**src/rtl/pkt_rx_pkg.sv**
```systemverilog
// Shared types and constants for the packet decoder.
package pkt_rx_pkg;

  typedef enum logic [1:0] {
    StIdle,
    StPayload,
    StCheck,
    StCommit
  } state_t;

  localparam logic [7:0] ASCII_SPACE = 8'h20;

  localparam int unsigned MAX_BYTES_DEFAULT      = 16;
  localparam int unsigned TIMEOUT_CYCLES_DEFAULT = 1000000;

endpackage

```
**src/rtl/hex_to_ascii.sv**
```systemverilog
// Converts one nibble to its uppercase ASCII hex digit.
module hex_to_ascii (
  input  logic [3:0] nibble,
  output logic [7:0] ascii
);

  always_comb begin
    if (nibble < 4'd10) begin
      ascii = 8'h30 + {4'h0, nibble};
    end else begin
      ascii = 8'h37 + {4'h0, nibble};
    end
  end

endmodule

```
**src/rtl/packet_decoder.sv**
```systemverilog
// Length/payload/checksum frame decoder feeding a double-buffered hex display.
// Optional inter-byte timeout compiled in with RX_TIMEOUT_EN.
module packet_decoder
  import pkt_rx_pkg::*;
#(
  parameter int unsigned MAX_BYTES      = MAX_BYTES_DEFAULT,
  parameter int unsigned TIMEOUT_CYCLES = TIMEOUT_CYCLES_DEFAULT
) (
  input  logic       iCLK,
  input  logic       rst,
  input  logic [7:0] byte_in,
  input  logic       byte_valid,
  output logic       byte_ready,
  input  logic [4:0] char_sel,
  output logic [7:0] char_out,
  output logic       frame_done,
  output logic       frame_err,
  output logic [4:0] byte_count
);

  localparam int unsigned NumChars = 2 * MAX_BYTES;
  localparam logic [7:0]  MaxLen   = 8'(MAX_BYTES);

  state_t     state_q, state_d;
  logic [7:0] len_q;
  logic [7:0] idx_q;
  logic [7:0] xor_q;
  logic [7:0] shadow_q [NumChars];
  logic [7:0] commit_q [NumChars];

  logic       accept;
  logic       load_len, wr_payload, do_commit;
  logic       done_d, err_d;
  logic       tmo_hit;
  logic [7:0] hi_char, lo_char;

  assign accept     = byte_valid & byte_ready;
  assign byte_ready = (state_q != StCommit);

  hex_to_ascii u_hex_hi (
    .nibble (byte_in[7:4]),
    .ascii  (hi_char)
  );

  hex_to_ascii u_hex_lo (
    .nibble (byte_in[3:0]),
    .ascii  (lo_char)
  );

`ifdef RX_TIMEOUT_EN
  localparam int unsigned TmoW = $clog2(TIMEOUT_CYCLES + 1);
  logic [TmoW-1:0] tmo_q;

  assign tmo_hit = ((state_q == StPayload) || (state_q == StCheck)) &&
                   (tmo_q == TmoW'(TIMEOUT_CYCLES - 1));

  always_ff @(posedge iCLK or negedge rst) begin
    if (!rst) begin
      tmo_q <= '0;
    end else if (accept || tmo_hit) begin
      tmo_q <= '0;
    end else if ((state_q == StPayload) || (state_q == StCheck)) begin
      tmo_q <= tmo_q + 1'b1;
    end else begin
      tmo_q <= '0;
    end
  end
`else
  logic unused_tmo;
  assign unused_tmo = ^TIMEOUT_CYCLES;
  assign tmo_hit    = 1'b0;
`endif

  always_comb begin
    state_d    = state_q;
    load_len   = 1'b0;
    wr_payload = 1'b0;
    do_commit  = 1'b0;
    done_d     = 1'b0;
    err_d      = 1'b0;
    unique case (state_q)
      StIdle: begin
        if (accept) begin
          if ((byte_in != 8'd0) && (byte_in <= MaxLen)) begin
            load_len = 1'b1;
            state_d  = StPayload;
          end else begin
            err_d = 1'b1;
          end
        end
      end
      StPayload: begin
        if (accept) begin
          wr_payload = 1'b1;
          if (idx_q == len_q - 8'd1) state_d = StCheck;
        end else if (tmo_hit) begin
          err_d   = 1'b1;
          state_d = StIdle;
        end
      end
      StCheck: begin
        if (accept) begin
          if (byte_in == xor_q) begin
            state_d = StCommit;
          end else begin
            err_d   = 1'b1;
            state_d = StIdle;
          end
        end else if (tmo_hit) begin
          err_d   = 1'b1;
          state_d = StIdle;
        end
      end
      StCommit: begin
        do_commit = 1'b1;
        done_d    = 1'b1;
        state_d   = StIdle;
      end
      default: state_d = StIdle;
    endcase
  end

  always_ff @(posedge iCLK or negedge rst) begin
    if (!rst) begin
      state_q <= StIdle;
    end else begin
      state_q <= state_d;
    end
  end

  always_ff @(posedge iCLK or negedge rst) begin
    if (!rst) begin
      len_q      <= '0;
      idx_q      <= '0;
      xor_q      <= '0;
      frame_done <= 1'b0;
      frame_err  <= 1'b0;
      byte_count <= '0;
      for (int i = 0; i < NumChars; i++) begin
        shadow_q[i] <= ASCII_SPACE;
        commit_q[i] <= ASCII_SPACE;
      end
    end else begin
      frame_done <= done_d;
      frame_err  <= err_d;
      if (load_len) begin
        len_q <= byte_in;
        idx_q <= '0;
        xor_q <= byte_in;
        for (int i = 0; i < NumChars; i++) shadow_q[i] <= ASCII_SPACE;
      end
      if (wr_payload) begin
        xor_q <= xor_q ^ byte_in;
        idx_q <= idx_q + 8'd1;
        for (int i = 0; i < MAX_BYTES; i++) begin
          if (idx_q == 8'(i)) begin
            shadow_q[2*i]   <= hi_char;
            shadow_q[2*i+1] <= lo_char;
          end
        end
      end
      // The display only ever sees whole, checksum-verified frames.
      if (do_commit) begin
        byte_count <= 5'(len_q);
        for (int i = 0; i < NumChars; i++) commit_q[i] <= shadow_q[i];
      end
    end
  end

  always_comb begin
    char_out = ASCII_SPACE;
    for (int i = 0; i < NumChars; i++) begin
      if (char_sel == 5'(i)) char_out = commit_q[i];
    end
  end

endmodule

```
**config.mk**
```make
export PLATFORM = sky130hd
export DESIGN_NAME = packet_decoder
export DESIGN_NICKNAME = d
export VERILOG_FILES = /design/src/rtl/pkt_rx_pkg.sv /design/src/rtl/hex_to_ascii.sv /design/src/rtl/packet_decoder.sv
export SDC_FILE = /design/constraint.sdc
export NUM_CORES = 1
export LEC_CHECK = 0
export ABC_AREA = 1
export BUFFER_PORTS_ARGS = -buffer_cell sky130_fd_sc_hd__buf_2
export CORE_UTILIZATION = 55
export CTS_BUF_LIST = sky130_fd_sc_hd__clkbuf_8 sky130_fd_sc_hd__clkbuf_16
export DETAILED_ROUTE_END_ITERATION = 6
export HOLD_SLACK_MARGIN = 0.1
export PLACE_DENSITY = 0.81
export SLEW_MARGIN = 40
export SYNTH_ARGS = -nofsm -noshare
export SYNTH_HDL_FRONTEND = slang
export SYNTH_SLANG_ARGS = --single-unit
```
**constraint.sdc**
```tcl
create_clock -name iCLK -period 5.03 [get_ports iCLK]
set_input_delay 0.2515 -clock iCLK [delete_from_list [all_inputs] [get_ports iCLK]]
set_output_delay 0.2515 -clock iCLK [all_outputs]
set_load 0.01 [all_outputs]
```
### Word-level counts from Yosys, hierarchy flattened

Index checks and enable logic that the tools add are counted.

| word-level totals | value |
|---|---|
| bits in registers | 545 |
| bits in latches | 0 |
| memory bits (writable) | 0 |
| memory bits (read-only) | 0 |
| input port bits | 16 |
| output and inout port bits | 16 |
| logic and storage cells | 220 |
| memories | 0 |

| cells by class | value |
|---|---|
| $add $sub $neg | 6 |
| multipliers | 0 |
| divide/modulo/power cells | 0 |
| magnitude comparators | 3 |
| eq/ne operators | 57 |
| shifts and indexed selects | 0 |
| muxes and demuxes | 74 |
| bitwise gates (word level) | 2 |
| reduce and logical (&&, ||, !) cells | 7 |

Operators by type and width:

| operator | count |
|---|---|
| 256-bit 2-to-1 mux | 2 |
| 8-bit 2-to-1 mux | 38 |
| 16-bit 2-to-1 mux | 16 |
| 5-bit equality test (second input constant) | 16 |
| 8-bit by 4-bit equality test with 1-bit output (second input constant) | 8 |
| 5-bit by 4-bit equality test with 1-bit output (second input constant) | 8 |
| 8-bit by 3-bit equality test with 1-bit output (second input constant) | 4 |
| 6-bit by 4-bit adder with 7-bit output (first input constant) | 4 |
| 5-bit by 3-bit equality test with 1-bit output (second input constant) | 4 |
| 8-bit by 2-bit equality test with 1-bit output (second input constant) | 2 |
| 8-bit equality test | 2 |
| 2-bit 2-to-1 mux | 6 |
| 2-bit inequality test (second input constant) | 6 |
| 5-bit by 2-bit equality test with 1-bit output (second input constant) | 2 |
| 1-bit 2-to-1 mux | 10 |
| 8-bit by 1-bit adder with 8-bit output (second input constant) | 1 |
| 8-bit by 1-bit equality test with 1-bit output (second input constant) | 1 |
| 8-bit by 5-bit <= comparator with 1-bit output (second input constant) | 1 |
| 8-bit logical NOT | 1 |
| 4-bit < comparator (second input constant) | 2 |
| 2-bit case mux with 4 select lines | 1 |
| 8-bit nonzero test | 1 |
| 8-bit by 1-bit subtractor with 8-bit output (second input constant) | 1 |
| 8-bit XOR | 1 |
| other kinds (10) | 11 |

### Depth between registers and ports, before layout

Gate-level depths: netlist of the first run.

| depth | value |
|---|---|
| word-level depth | 33 |
| gate-level depth with buffers | 25 |
| mapped depth without buffers | 25 |

### Modules after synthesis

A second synthesis of the first run with hierarchy kept.

| second synthesis, totals | value |
|---|---|
| cell total of the unflattened synthesis | 2783 |
| area, all modules | 23597.6 µm² |

By module, submodules not included:

| module | times used | cells each | area an instance (µm²) |
|---|---|---|---|
| packet_decoder | 1 | 2733 | 23349.9 |
| hex_to_ascii | 2 | 25 | 123.9 |

### Least setup slack after synthesis of the first run

OpenSTA, ideal clock, no wires.

| timing | value |
|---|---|
| path kind | input to register |
| start point | input byte_in[4] |
| end point | register shadow_q[68] in the netlist's numbering |
| library setup time | 0.143 ns |
| arrival | 2.028 ns |
| required time | 4.887 ns |
| setup slack | 2.859 ns |
| stages | 13 |
| path buffers | 2 |
| cell sequence | inv_1 > ha_1 > inv_1 > nor2_1 > inv_1 > a21oi_1 > o21ai_1 > nor3_2 > inv_2 > buf_2 > nand2_1 > buf_2 > o22ai_1 |

| on the way | value |
|---|---|
| longest elaborated chain between the ends | 8 |
| elaborated cells on any way between the ends | 9 |
| classes of those cells | 1 x order compare; 6 x mux; 2 x reduce/logical |

RTL lines:

| item | line | text |
|---|---|---|
| start, declared | packet_decoder.sv:11 | `input logic [7:0] byte_in,` |
| 8-bit by 5-bit <= comparator with 1-bit output or 8-bit nonzero test (tied branches) | packet_decoder.sv:84 | `if ((byte_in != 8'd0) && (byte_in <= MaxLen)) begin` |
| 1-bit logical AND * | packet_decoder.sv:84 |  |
| 1-bit 2-to-1 mux * | packet_decoder.sv:84 |  |
| 1-bit 2-to-1 mux * | packet_decoder.sv:83 | `if (accept) begin` |
| 1-bit 2-to-1 mux * | packet_decoder.sv:81 | `unique case (state_q)` |
| 256-bit 2-to-1 mux * | packet_decoder.sv:146 | `if (load_len) begin` |
| 16-bit 2-to-1 mux | packet_decoder.sv:156 | `if (idx_q == 8'(i)) begin` |
| 256-bit 2-to-1 mux * | packet_decoder.sv:152 | `if (wr_payload) begin` |
| end signal, assigned by index | packet_decoder.sv:157 | `shadow_q[2*i] <= hi_char;` |
| end signal, assigned by index | packet_decoder.sv:158 | `shadow_q[2*i+1] <= lo_char;` |
| end, declared | packet_decoder.sv:28 | `logic [7:0] shadow_q [NumChars];` |

Mark *: on every way between the ends. The rest lies on a longest branch, timed or not.
A chain may end at the register's enable or synchronous reset.

### Worst setup path after layout of the first run

| timing | value |
|---|---|
| start point | input byte_in[4] |
| end point | register shadow_q[74] in the netlist's numbering |

| on the way | value |
|---|---|
| longest elaborated chain between the ends | 8 |
| elaborated cells on any way between the ends | 13 |
| classes of those cells | 2 x add/sub; 2 x order compare; 7 x mux; 2 x reduce/logical |

RTL lines:

| item | line |
|---|---|
| 8-bit by 5-bit <= comparator with 1-bit output or 8-bit nonzero test (tied branches) | packet_decoder.sv:84 |
| 1-bit logical AND | packet_decoder.sv:84 |
| 1-bit 2-to-1 mux | packet_decoder.sv:84 |
| 1-bit 2-to-1 mux | packet_decoder.sv:83 |
| 1-bit 2-to-1 mux | packet_decoder.sv:81 |
| 256-bit 2-to-1 mux | packet_decoder.sv:146 |
| 16-bit 2-to-1 mux | packet_decoder.sv:156 |
| 256-bit 2-to-1 mux * | packet_decoder.sv:152 |

Marks and branches as above.

==> summary.txt, run 1 <==
Vias -> 18.7k
Post-route DRC violation count -> 0
Detailed Route WL -> 59700 um
WP data arrival -> 4.22 ns
Top cells by area, synth -> dfrtp_1, nand2_1, dfstp_2, o21ai_0, inv_1
Largest net degree at the start of global routing -> 188
Die X -> 207 um
Share of power burned in registers -> 49.1%
Die H -> 207 um
Max Freq -> 263 MHz
Clk root buf -> clkbuf_16
Layout cells sized above 1 -> 9.89%
Compound-cell area share of the yosys netlist -> 10.2%
Area grow syn2layout -> 10.5%
Die area -> 42900 um^2
H-tree Lvls -> 2
Initial DRC count -> 1904
I/O pin count -> 32
Syn_nets -> 2695
Worst path slowest cell -> nand2_1
Crit path time final -> 3.80 ns
Final period utilization -> 75.6%
GRT Total Usage -> 28.2%
Worst Path Required -> 5.45 ns
Vias in the first global route -> 18.0k
CP startpoint kind -> input pin
Clk pwr share -> 27.3%
Clk_lat worst skew -> 0.59 ns
Met3 wire len -> 5200 um
Setup-failing EPs final -> 0
Dpl ws -> 1.31 ns
Critical path cell sequence -> dlygate4sd3_1, buf_2, inv_1, ha_1, inv_1, nor2_1, inv_1, a21oi_1, o21ai_1, nor3_2, inv_6, nand2_1, o22ai_1
Post-DRT Antenna Nets -> 0
Yosys top cell area share -> 52.0%
TNS Setup -> 0 ns
Setup bufs post-CTS -> 0
Max Slew Vio Count -> 0
Seq cells post-synth -> 545
Uppermost routed layer -> met5
Synth cell types -> 41
Multi-input logic area -> 7890 um^2
GPL Wtd Cong -> 0.904
Final HPWL DP -> 36800 um
Comb pwr share -> 23.6%
TritonCTS Buffers -> 52
Via-to-Cell Ratio -> 5.77
Largest family of logic cells by synthesized area -> simple AND/OR/NAND/NOR gates
Unrepaired setup endpoints after global routing -> false
Warnings, synthesis -> 0
Worst Path Class, Setup -> input pin to flip-flop
Clk slew on worst S/H paths -> 0.07 ns
TritonCTS clock tree -> built
Initial antenna violation count -> 4
DRT Pass-1 Iters -> 7
Simple-Gate Fraction of Synth Area -> 22.6%
XOR/XNOR Fraction of Synth Area -> 0.719%
CP peak stage delay -> 0.72 ns
Worst Setup End Kind -> flip-flop
Int Power -> 9.76 mW
Sequential cell area -> 13700 um^2
Sw Pwr -> 4.80 mW
PwrDens -> 569 nW/um^2
Max Root-Sink Buffers -> 3
Slew margin rel. -> 45.5%
Most common cell after layout, fill and taps aside -> nand2_1
Switching share of power -> 33.0%
Port Buffers -> 31
Global-route wire length before repair -> 96400 um
Overflow after GRT -> 0
Post-cts resize count -> 0
Post-synthesis mux area share -> 0%
DR WL met2 -> 27800 um
Commonest non-fill, non-tap cells in the layout -> nand2_1, dfrtp_1, inv_1
Most frequent CP cell -> inv_1
Initial Utilization -> 56.2%
Skew final -> 0.0195 ns
M1 WL -> 24900 um
Status -> finished clean
Nets -> 2681
Fill cells -> 3262
WL/cell -> 18.4 um
Tightest Pin Transition -> 0.818 ns
Leak -> 13.0 nW
Synth Instances -> 2671
Rows -> 74
Synth area leader -> dfrtp_1
Mean Syn Cell Area -> 8.67 um^2
Sequential-to-total area share from yosys stat -> 59.3%
Peak supply drop -> 0.430 mV
Adder-cell area share of the yosys netlist -> 0.432%
CTS sink count -> 545
Final hold vios -> 0
Final WS setup -> 1.23 ns
Crit path max fanout -> 93
HP Class -> input pin to async pin
Reg2reg setup slack -> 1.96 ns
Max-cap check violation count -> 0
Post-Syn Area -> 23100 um^2
Core ar. -> 41200 um^2
[final cells by class]
cell class,count,share of cell area (%)
multi-input combinational,1716,30.8
clock inverter,36,1.25
sequential,545,53.6
inverter,282,4.19
antenna,3,0.0293
tap,532,2.60
timing repair buffer,60,1.91
clock buffer,61,5.57
[logic make-up after synthesis]
logic type                 after synthesis
adders and majority gates                8
and+or+nand+nor                       1264
xor gates and xnor gates                19
DFF                                    545
buffers and inverters                  410
AOI/OAI and AO/OA                      425
[flip-flops by register name (all words and copies together) (netlist names)]
signal	cells
byte_count	5
commit_q	256
frame_done	1
frame_err	1
idx_q	8
len_q	8
shadow_q	256
state_q	2
xor_q	8
[critical path, delay by kind of cell]
family                   cells  cell delay (ns)
AO/OA/AOI/OAI                3             0.43
adder cells (fa/ha/maj)      1             0.15
buffers and inverters        6             1.43
AND/OR/NAND/NOR              3             1.83
[metal layers]
layer | global-route usage [%] | vias up
met4 | 9.91 | 2
li1 | - | 8516
met5 | 0 | -
met1 | 39.8 | 9214
met3 | 5.31 | 131
met2 | 44.0 | 809
[metrics by stage]
stage	area [um^2]	std cells	power [mW]	util [%]	hold slack (ns)
2_1_floorplan	23100	2671	9.39	-	-0.0441
3_3_place_gp	23700	3125	10.3	57.5	0.334
3_5_place_dp	23700	3126	10.5	57.6	0.349
4_1_cts	25500	3231	14.6	62.0	0.110
5_1_grt	25600	3233	15.4	62.1	0.144
6_report	25600	3235	14.6	62.1	0.125
[path summary, 6_finish.rpt]
kind                                          from                        end  depth (start not counted)
hold / removal                                 rst       len_q[1]$_DFFE_PN0P_                          2
min in group iCLK                       byte_in[7]       xor_q[7]$_DFFE_PN0P_                          4
hold reg to reg            shadow_q[246]$_DFF_PN0_  commit_q[246]$_DFFE_PN0P_                          2
setup / recovery                        byte_in[4]     shadow_q[74]$_DFF_PN0_                         13
max in group asynchronous                      rst  commit_q[182]$_DFFE_PN0P_                          4
setup reg to reg            state_q[0]$_DFFE_PN0P_     shadow_q[37]$_DFF_PN1_                         13
[synth_stat cells]
cell         n
nand2_2      3
o21ai_0    229
o21ai_1      7
or2_0        4
buf_1        8
buf_4        1
buf_6        2
or2_1        3
xnor2_1      2
a31oi_1     21
a21oi_1     63
dfrtp_1    481
a32o_1      10
or2_2       23
nor2_4       2
o2111ai_1    1
buf_2        8
o21bai_1     6
nor3_1      15
o22ai_1     72
o221ai_1     2
nor3_4       1
clkbuf_1   109
a31o_2      10
nand2_1    855
inv_1      252
inv_2       15
ha_1         8
dfstp_2     64
nor4_1       5
xor2_1      17
a22o_1       1
nand3_2      2
nor3_2       2
nor2_2       9
nor2_1     152
o32ai_1      2
a211oi_1     1
nand3_1    142
clkinv_1    15
nand4_1     46
[what timing repair did]
action                                  CTS  global route
endpoints found under the setup margin    0             0
hold endpoints to repair                110             0
hold buffers                              8             0
[power by group through the flow]
stage	registers, mW	clock network, mW	logic [mW]
2_1_floorplan	6.92	0	2.48
3_3_place_gp	7.09	0	3.16
3_5_place_dp	7.17	0	3.38
4_1_cts	7.12	4.01	3.42
5_1_grt	7.32	4.18	3.91
6_report	7.15	3.98	3.43
Power figures use the tool's default switching activity.
==> run 2, diff against run 1 <==
--- a/config.mk
+++ b/config.mk
@@ -11,7 +11,7 @@
 export CTS_BUF_LIST = sky130_fd_sc_hd__clkbuf_8 sky130_fd_sc_hd__clkbuf_16
 export DETAILED_ROUTE_END_ITERATION = 6
 export HOLD_SLACK_MARGIN = 0.1
-export PLACE_DENSITY = 0.81
+export PLACE_DENSITY = 0.84
 export SLEW_MARGIN = 40
 export SYNTH_ARGS = -nofsm -noshare
 export SYNTH_HDL_FRONTEND = slang
==> constraint.sdc (replaced) <==
create_clock -name iCLK -period 3.2 [get_ports iCLK]
set_input_delay 0.16 -clock iCLK [delete_from_list [all_inputs] [get_ports iCLK]]
set_output_delay 0.16 -clock iCLK [all_outputs]
set_load 0.01 [all_outputs]
==> run 2 against run 1 <==
The flow now finishes with violations (setup timing). Combinational power is 63% higher. Setup slack worse by 1.4 ns. Clock power is 65% higher. Count of clock-buffer cells in the layout is 6 higher. Critical path type is now flip-flop to output pin. Largest cell class unchanged.
==> summary.txt, run 2 (synthesized netlist as in run 1, its figures left out) <==
PnR Total Power -> 23.5 mW
Critical path cell sequence -> nand4_1, nand2_1, nor2_1, nand3_1, nor2_2, nand4_1, nor2_2, nand4_1, nand2_1, nand4_1, nor2_2, nand4_1, nand2_1, nand4_1, nor2_2, nand4_1, nand2_1, nand3_2, buf_6
Hold EP -> commit_q[13]$_DFFE_PN1P_
Global-route wire length before repair -> 100000 um
Most frequent CP cell -> nand4_1
Max-cap check violation count -> 0
Die X -> 207 um
Critical path buffers and inverters -> 1
Rows -> 74
H-tree Lvls -> 2
Setup-failing EPs final -> 5
Biggest regs -> commit_q (256), shadow_q (256)
Via-to-Cell Ratio -> 5.81
Tightest Pin Transition -> 0.876 ns
Post-DRT Antenna Nets -> 0
Slew margin rel. -> 41.6%
Worst Setup End Kind -> output pin
Min-delay src -> shadow_q[13]$_DFF_PN1_
PwrDens -> 896 nW/um^2
Die H -> 207 um
CP startpoint kind -> flip-flop
Register-to-Register Path Depth -> 10
TritonCTS Buffers -> 53
DRT Pass-1 Iters -> 6
Worst Path Class, Setup -> flip-flop to output pin
Peak supply drop -> 0.732 mV
CTS sink count -> 545
GRT Total Usage -> 29.3%
WP data arrival -> 3.25 ns
Skew final -> 0.0216 ns
Die area -> 42900 um^2
Vias -> 19.0k
Initial Utilization -> 56.2%
HP Class -> flip-flop to flip-flop
Hold depth -> 2
Port Buffers -> 31
Overflow after GRT -> 0
GPL Wtd Cong -> 0.977
Max Slew Vio Count -> 0
TritonCTS clock tree -> built
Post-route DRC violation count -> 0
Nets -> 2722
Vias in the first global route -> 18.8k
Clk root buf -> clkbuf_16
RR Endpoint -> shadow_q[172]$_DFF_PN0_
Crit path time final -> 3.41 ns
R2R Path Start -> state_q[0]$_DFFE_PN0P_
Antenna Cells -> 0
Final HPWL DP -> 38500 um
Initial DRC count -> 2207
Layout cells sized above 1 -> 12.4%
Detailed Route WL -> 62200 um
Initial antenna violation count -> 0
Worst Path Required -> 3.04 ns
Worst path slowest cell -> dfrtp_1
I/O pin count -> 32
Dpl ws -> 0.165 ns
CP peak stage delay -> 0.39 ns
Max Freq -> 294 MHz
Final period utilization -> 106%
Leak -> 13.3 nW
CP delay by family, top -> simple AND/OR/NAND/NOR gates
Largest net degree at the start of global routing -> 213
Reg2reg setup slack -> 0.39 ns
Max Root-Sink Buffers -> 3
Core ar. -> 41200 um^2
Commonest non-fill, non-tap cells in the layout -> nand2_1, dfrtp_1, inv_1
Fill cells -> 3182
Status -> finished with violations
Crit path max fanout -> 2
Final WS setup -> -0.205 ns
Most common cell after layout, fill and taps aside -> nand2_1
Failing checks -> setup timing
Clk_lat worst skew -> 0.61 ns
Clk slew on worst S/H paths -> 0.06 ns
Unrepaired setup endpoints after global routing -> true
Final hold vios -> 0
Worst setup path start -> commit_q[243]$_DFFE_PN0P_
Area grow syn2layout -> 13.1%
WL/cell -> 19.0 um
[run 2: cell types whose count changed in the layout (fill, tap and decap cells not counted), sizes merged]
cell,change
buf,+35
clkbuf,+6
inv,-6
dlygate4sd3,+5
diode,-3
clkinvlp,+2
clkinv,+1
[run 2: worst register-to-register path, stage by stage, from the launching register on]
cell and delay (ns):
dfrtp_1 0.42, inv_1 0.11, nor2_1 0.13, inv_1 0.07, nor2_1 0.22, buf_4 0.22
nand3_1 0.20, nor2_1 0.20, clkinv_1 0.58, nor2_1 0.41, a21oi_1 0.12
[run 2: layer usage]
metal,GRT usage [%],wire [um],up-vias
met3,4.88,5140,190
met5,0,0,-
met2,46.4,29100,889
li1,-,-,8614
met4,13.0,2510,0
met1,40.0,25400,9330
[run 2: cell type report]
type	instances	area, um^2	area share (%)
sequential	545	13700	52.4
timing repair buffer	100	871	3.33
inverter	282	1070	4.07
tap	532	666	2.54
clock buffer	67	1540	5.89
multi-input combinational	1716	8010	30.6
clock inverter	33	312	1.19
[run 2: how the worst max path moves through the flow]
| stage | endpoint | slack [ns] | depth (start not counted) |
|---|---|---|---|
| 4_1_cts | char_out[3] | -0.05 | 19 |
| 5_1_grt | char_out[3] | -0.33 | 19 |
| 6_report | char_out[3] | -0.21 | 19 |
| 3_3_place_gp | char_out[0] | 0.25 | 21 |
| 3_5_place_dp | char_out[0] | 0.16 | 21 |
| 2_1_floorplan | shadow_q[68]$_DFF_PN0_ | 1.12 | 13 |
[run 2: where the power goes]
part,internal [mW],switching (mW),total [mW]
logic,1.96,3.63,5.59
registers,9.86,1.47,11.3
clock network,3.88,2.67,6.55
total,15.7,7.77,23.5
[run 2: repair_timing]
action                                  4_1_cts  5_1_grt
endpoints found under the setup margin        5        8
hold buffers                                 12        1
hold endpoints to repair                    106       22
resized for setup                            13       25
setup buffers                                 0        2
pin swaps                                     4       21
[run 2: stage by stage]
stage                     setup TNS, ns  util (%)  cells  hold WS (ns)  cell area [um^2]
after floorplan                       0         -   2671        -0.136             23100
after global placement                0      58.2   3159         0.272             24000
after detailed placement              0      58.3   3159         0.277             24000
after CTS                       -0.0878      63.2   3271         0.233             26000
after global routing              -1.33      63.6   3275         0.481             26200
final                            -0.337      63.6   3275         0.460             26200
